===== src/rtl/minibyte_uart_tx.sv =====
// Minibyte memory-mapped UART transmitter: TXDATA/STATUS decode, TX FIFO and an 8N1 shifter.
// Define MINIBYTE_UART_PARITY_EN to add an even-parity bit per frame, advertised in STATUS[7].
module minibyte_uart_tx #(
    parameter int unsigned CLKS_PER_BIT = 16,
    parameter int unsigned FIFO_DEPTH   = 4,
    parameter logic [6:0]  BASE_ADDR    = 7'h7C
) (
    input  logic       clk_in,
    input  logic       rst_in,
    input  logic [6:0] addr_in,
    input  logic [7:0] data_in,
    input  logic       we_in,
    output logic [7:0] data_out,
    output logic       rd_sel_out,
    output logic       tx_out,
    output logic       busy_out
);
    localparam int unsigned PtrW  = $clog2(FIFO_DEPTH);
    localparam int unsigned CntW  = PtrW + 1;
    localparam int unsigned BaudW = $clog2(CLKS_PER_BIT);

    localparam logic [CntW-1:0]  Depth    = CntW'(FIFO_DEPTH);
    localparam logic [BaudW-1:0] BaudMax  = BaudW'(CLKS_PER_BIT - 1);
    localparam logic [6:0]       StatAddr = BASE_ADDR + 7'd1;

`ifdef MINIBYTE_UART_PARITY_EN
    localparam logic ParityEn = 1'b1;
    typedef enum logic [2:0] {StIdle, StStart, StData, StParity, StStop} state_e;
`else
    localparam logic ParityEn = 1'b0;
    typedef enum logic [1:0] {StIdle, StStart, StData, StStop} state_e;
`endif

    state_e           state_q, state_d;
    logic [BaudW-1:0] baud_q, baud_d;
    logic [2:0]       bit_q, bit_d;
    logic [7:0]       shift_q, shift_d;
    logic [PtrW-1:0]  wr_ptr_q, wr_ptr_d, rd_ptr_q, rd_ptr_d;
    logic [CntW-1:0]  cnt_q, cnt_d;
    logic [7:0]       mem_q [FIFO_DEPTH];
    logic             ovf_q, ovf_d;
    logic             we_q;
    logic             tx_q, tx_d;
    logic             busy_q, busy_d;
`ifdef MINIBYTE_UART_PARITY_EN
    logic             par_q, par_d;
`endif

    logic       txdata_sel, status_sel, wr_stb, push_req, push, pop;
    logic       flush, clr_ovf, full, empty, baud_end;
    logic [7:0] head, status;

    assign txdata_sel = (addr_in == BASE_ADDR);
    assign status_sel = (addr_in == StatAddr);
    assign wr_stb     = we_in & ~we_q;
    assign push_req   = wr_stb & txdata_sel;
    assign flush      = wr_stb & status_sel & data_in[0];
    assign clr_ovf    = wr_stb & status_sel & data_in[1];
    assign full       = (cnt_q == Depth);
    assign empty      = (cnt_q == '0);
    assign head       = mem_q[rd_ptr_q];
    assign baud_end   = (baud_q == BaudMax);
    // A full FIFO still accepts a byte when the head leaves on the same edge.
    assign push       = push_req & (~full | pop);

    assign status     = {ParityEn, 3'(cnt_q), ovf_q, state_q != StIdle, empty, full};
    assign data_out   = status_sel ? status : 8'h00;
    assign rd_sel_out = txdata_sel | status_sel;
    assign tx_out     = tx_q;
    assign busy_out   = busy_q;

    always_comb begin
        state_d = state_q;
        bit_d   = bit_q;
        shift_d = shift_q;
        pop     = 1'b0;
        unique case (state_q)
            StIdle: begin
                if (!empty) begin
                    pop     = 1'b1;
                    state_d = StStart;
                end
            end
            StStart: begin
                if (baud_end) state_d = StData;
            end
            StData: begin
                if (baud_end) begin
                    shift_d = {1'b0, shift_q[7:1]};
                    bit_d   = bit_q + 3'd1;
`ifdef MINIBYTE_UART_PARITY_EN
                    if (bit_q == 3'd7) state_d = StParity;
`else
                    if (bit_q == 3'd7) state_d = StStop;
`endif
                end
            end
`ifdef MINIBYTE_UART_PARITY_EN
            StParity: begin
                if (baud_end) state_d = StStop;
            end
`endif
            StStop: begin
                if (baud_end) begin
                    if (!empty) begin
                        pop     = 1'b1;
                        state_d = StStart;
                    end else begin
                        state_d = StIdle;
                    end
                end
            end
            default: state_d = StIdle;
        endcase
        // Bit timer restarts at every bit boundary and stays cleared while idle.
        baud_d = (state_q == StIdle || baud_end) ? '0 : baud_q + 1'b1;
        if (pop) begin
            shift_d = head;
            bit_d   = '0;
        end
    end

    always_comb begin
        wr_ptr_d = wr_ptr_q;
        rd_ptr_d = rd_ptr_q;
        cnt_d    = cnt_q;
        ovf_d    = ovf_q;
        if (flush) begin
            wr_ptr_d = '0;
            rd_ptr_d = '0;
            cnt_d    = '0;
        end else begin
            if (push) wr_ptr_d = wr_ptr_q + 1'b1;
            if (pop)  rd_ptr_d = rd_ptr_q + 1'b1;
            cnt_d = cnt_q + CntW'(push) - CntW'(pop);
        end
        if (clr_ovf) begin
            ovf_d = 1'b0;
        end else if (push_req && !push) begin
            ovf_d = 1'b1;
        end
    end

`ifdef MINIBYTE_UART_PARITY_EN
    assign par_d = pop ? ^head : par_q;
`endif

    always_comb begin
        tx_d = 1'b1;
        unique case (state_d)
            StStart:  tx_d = 1'b0;
            StData:   tx_d = shift_d[0];
`ifdef MINIBYTE_UART_PARITY_EN
            StParity: tx_d = par_d;
`endif
            default:  tx_d = 1'b1;
        endcase
    end

    assign busy_d = (state_d != StIdle) | (cnt_d != '0);

    always_ff @(posedge clk_in) begin
        if (rst_in) begin
            state_q  <= StIdle;
            baud_q   <= '0;
            bit_q    <= '0;
            shift_q  <= '0;
            wr_ptr_q <= '0;
            rd_ptr_q <= '0;
            cnt_q    <= '0;
            ovf_q    <= 1'b0;
            we_q     <= 1'b1;
            tx_q     <= 1'b1;
            busy_q   <= 1'b0;
`ifdef MINIBYTE_UART_PARITY_EN
            par_q    <= 1'b0;
`endif
        end else begin
            state_q  <= state_d;
            baud_q   <= baud_d;
            bit_q    <= bit_d;
            shift_q  <= shift_d;
            wr_ptr_q <= wr_ptr_d;
            rd_ptr_q <= rd_ptr_d;
            cnt_q    <= cnt_d;
            ovf_q    <= ovf_d;
            we_q     <= we_in;
            tx_q     <= tx_d;
            busy_q   <= busy_d;
`ifdef MINIBYTE_UART_PARITY_EN
            par_q    <= par_d;
`endif
        end
    end

    always_ff @(posedge clk_in) begin
        if (push) mem_q[wr_ptr_q] <= data_in;
    end

endmodule

===== config.mk =====
export PLATFORM = sky130hd
export DESIGN_NAME = minibyte_uart_tx
export DESIGN_NICKNAME = d
export VERILOG_FILES = /design/src/rtl/minibyte_uart_tx.sv
export SDC_FILE = /design/constraint.sdc
export NUM_CORES = 1
export LEC_CHECK = 0
export BUFFER_PORTS_ARGS = -buffer_cell sky130_fd_sc_hd__buf_2
export CORE_AREA = 2 2 131 69
export CTS_CLUSTER_DIAMETER = 30
export DETAILED_ROUTE_END_ITERATION = 12
export DIE_AREA = 0 0 133 71
export PLACE_DENSITY = 0.49
export SYNTH_ARGS = -nofsm -noshare
export SYNTH_HDL_FRONTEND = slang
export SYNTH_SLANG_ARGS = --single-unit

===== constraint.sdc =====
create_clock -name clk_in -period 3.8 [get_ports clk_in]
set_input_delay 0.38 -clock clk_in [delete_from_list [all_inputs] [get_ports clk_in]]
set_output_delay 0.38 -clock clk_in [all_outputs]
set_load 0.02 [all_outputs]

==> impl_results.rst <==
.. list-table::
   :header-rows: 1

   * - Metric
     - Value
   * - Worst hold slack
     - between 0.2 and 0.3 ns
   * - Total count of max-transition violations in the final report
     - 0
   * - Number of buffers created by CTS
     - 9
   * - Clock root cell
     - clkbuf_16
   * - Crit start category
     - flop
   * - Clk pin slew, worst setup/hold paths
     - ~0.05 ns
   * - Worst endpoint required time
     - 4.02 ns
   * - Result of the run
     - finished, final reports clean
   * - Gpl congestion
     - 0.7643
   * - Worst Setup Slack post-DPL
     - 0.6460 ns
   * - Worst slew pin tran
     - roughly 0.7 ns
   * - Minimum setup slack among reg-to-reg paths
     - 0.63 ns
   * - Core Rows
     - 24
   * - Share of final-layout standard cells stronger than drive strength 1
     - 0.2398
   * - Synthesized area per cell
     - between 10 and 15 um2
   * - Critical path data arrival time
     - around 3.4 ns
   * - Number of warning messages in the yosys log
     - 0
   * - Shortest period the worst path allows
     - approximately 3.2 ns
   * - Vertical die dimension
     - about 70 um
   * - Detailed Place HPWL
     - between 3000 and 4000 um
   * - Initial Utilization
     - 0.3214
   * - Total leakage power
     - 0.001276 uW
   * - Startpoint-to-endpoint class of the critical path
     - flop to flop
   * - Clock tree from TritonCTS
     - yes
   * - Count of pins on the block boundary
     - 29
   * - Maximum clock rate
     - 0.3157 GHz
   * - RSZ-0062 raised after global routing
     - false
   * - Net count, final
     - 274
   * - Hold_buf cts
     - 0
   * - Via count
     - ~1,700
   * - Horiz. Die Dim
     - ~130 um
   * - Path category of the worst min-delay check
     - input pin to flop
   * - Signed area change from the synthesized netlist to the final layout
     - 19.28%
   * - Maximum root-to-sink buffer count
     - 2
   * - Area inside the core boundary
     - 0.008378 mm2
   * - VDD IR max
     - approximately 0.24 mV
   * - Via count of the first global-routing pass
     - around 1,500
   * - Htree depth
     - 3
   * - Endpoint kind of the worst setup timing path
     - flop
   * - Number of antenna diodes
     - 0
   * - Pin count of the biggest net entering global routing
     - 20
   * - Most used cells in the layout excluding fill and tap cells
     - 32 x edfxtp_1, 30 x dfxtp_1, 29 x nor2_1, 27 x buf_2, 14 x ha_1
   * - Synthesized instance count
     - approximately 210
   * - Synthesized net count
     - about 240
   * - Post CTS Setup Buffer Count
     - 0
   * - Commonest non-fill, non-tap cell in the layout
     - edfxtp_1
   * - Setup TNS Final
     - 0 ns
   * - Total global routing track utilization
     - 0.1217
   * - Largest stage delay, worst path
     - 0.40 ns
   * - Worst path setup slack after routing
     - ~0.63 ns
   * - Clock latency of the later-clocked register in the worst-skew pair
     - between 0.3 and 0.4 ns
   * - Number of hold violations in the final report
     - 0
   * - Drt total wl
     - 5233 um
   * - Share of the clock period used by the worst path
     - 0.8335
   * - Number of maximum-capacitance violations
     - 0
   * - DRC violations left
     - 0
   * - Synth Flop Type
     - edfxtp_1
   * - Count of unique library cells instantiated by Yosys
     - 43
   * - Number of synthesized register bits
     - 62
   * - Maximum fanout encountered on the critical timing path
     - 7
   * - Worst clock skew
     - just over 0.007 ns
   * - Critical path cell sequence
     - inv_1, ha_1, nor2_1, o211a_1, inv_1, ha_1, inv_1, ha_1, fa_1, xnor2_1, xnor2_1, a31oi_1, or2_1
   * - Post-route antenna net violation count
     - 0
   * - Power Density
     - about 650 mW/mm2
   * - Detailed-route wire length per cell
     - between 10 and 15 um
   * - Async set-or-reset flop fraction in the synthesized netlist
     - 0
   * - Total standard cell area after synthesis
     - approximately 0.0027 mm2
   * - Die area
     - roughly 0.0094 mm2
   * - Vias per std cell
     - between 4 and 5
   * - Wire length of the first global-routing pass
     - around 8300 um
   * - Worst rel slew slack
     - 0.5218
   * - Clock Sink Count
     - between 60 and 70
   * - Initial antenna violation count
     - 0
   * - PnR Total Power
     - roughly 2100 uW
   * - Global-route congestion overflow total
     - 0
   * - Post-CTS resize count
     - 0
   * - Sequential area share after synthesis
     - 0.5799
   * - First-pass iteration count of the detailed router
     - 4
   * - Count of routing violations after the opening detailed-route iteration
     - between 100 and 150
   * - Setup Viol. Count Final
     - 0
   * - Number of enable flip-flop cells after synthesis
     - 32
   * - PortBufs
     - 27
   * - Critical path's slowest cell
     - dfxtp_1
-- stage by stage --
step	instances	utilization	area, um2
floorplan	211	-	2693
global placement	347	0.3504	2935
detailed placement	347	0.3504	2935
CTS	363	0.3834	3212
global route	363	0.3834	3212
finish	363	0.3834	3212
-- critical path, delay by kind of cell, from the launching register on --
family / cells / cell delay (ns)
xor gates and xnor gates: 2 / 0.34
adders and majority gates: 4 / 1.12
AOI/OAI and AO/OA: 2 / 0.45
DFF: 1 / 0.40
and+or+nand+nor: 2 / 0.52
buffers and inverters: 3 / 0.22
-- cell usage after synthesis (all sizes together), types with 2 or more instances --
library cell  count  area (um2)
nand3             3       20.02
ha               14       175.2
and3              4       25.02
nor2             29       108.9
edfxtp           32       960.9
inv              14       52.55
nand2             8       32.54
a21oi             3       15.01
xnor2             5       43.79
or2               3       18.77
mux4              8       180.2
buf               5       27.53
a31oi             2       12.51
nand4             2       12.51
xor2              3       26.28
and2              4       25.02
clkbuf            3       11.26
dfxtp            30       600.6
mux2i            10       100.1
nor3              6       30.03
a211oi            6       45.04
-- cell type report --
cell class	instances	area [um2]
Timing Repair Buffer	27	135.1
Multi-Input combinational cell	127	1040
Inverter	14	52.55
Tap cell	117	146.4
Clock buffer	9	225.2
Clock inverter	7	51.30
Fill cell	819	5166
Sequential cell	62	1562
-- routing by layer --
| layer | global-route usage | part of all wire |
|---|---|---|
| met3 | 0.05591 | 0.043 |
| met1 | 0.1847 | 0.57 |
| met5 | 0 | 0 |
| met2 | 0.1416 | 0.38 |
| met4 | 0.05376 | 0.0073 |
-- state kept, by name, indices dropped and copies added (netlist names), named ones only --
signal / count
tx_out: 1
busy_out: 1
cnt_q: 3
bit_q: 3
state_q: 2
rd_ptr_q: 2
ovf_q: 1
wr_ptr_q: 2
mem_q: 32
shift_q: 8
baud_q: 4
we_q: 1
-- kinds of logic after synthesis --
logic type,count (synthesis),synth area share
AND/OR/NAND/NOR,63,0.1152
flip-flops,62,0.5799
AO/OA/AOI/OAI,21,0.06273
XOR/XNOR,8,0.02602
other,1,0.001393
adder cells (fa/ha/maj),15,0.07249
multiplexers,19,0.1083
buffers and inverters,22,0.03392
-- final timing paths --
kind / start / endpoint / cells after the start
worst max register to register: state_q[0]$_SDFF_PP0_ / busy_out$_SDFF_PP0_ / 13
worst min-delay path: we_in / we_q$_SDFF_PP1_ / 2
worst max-delay path: state_q[0]$_SDFF_PP0_ / busy_out$_SDFF_PP0_ / 13
worst min register to register: baud_q[0]$_SDFF_PP0_ / baud_q[0]$_SDFF_PP0_ / 1
-- power by group --
group | internal [uW] | switching (uW)
combinational | 216 | 276
sequential | 790 | 77.4
clock | 441 | 299
Power figures use the tool's default switching activity.
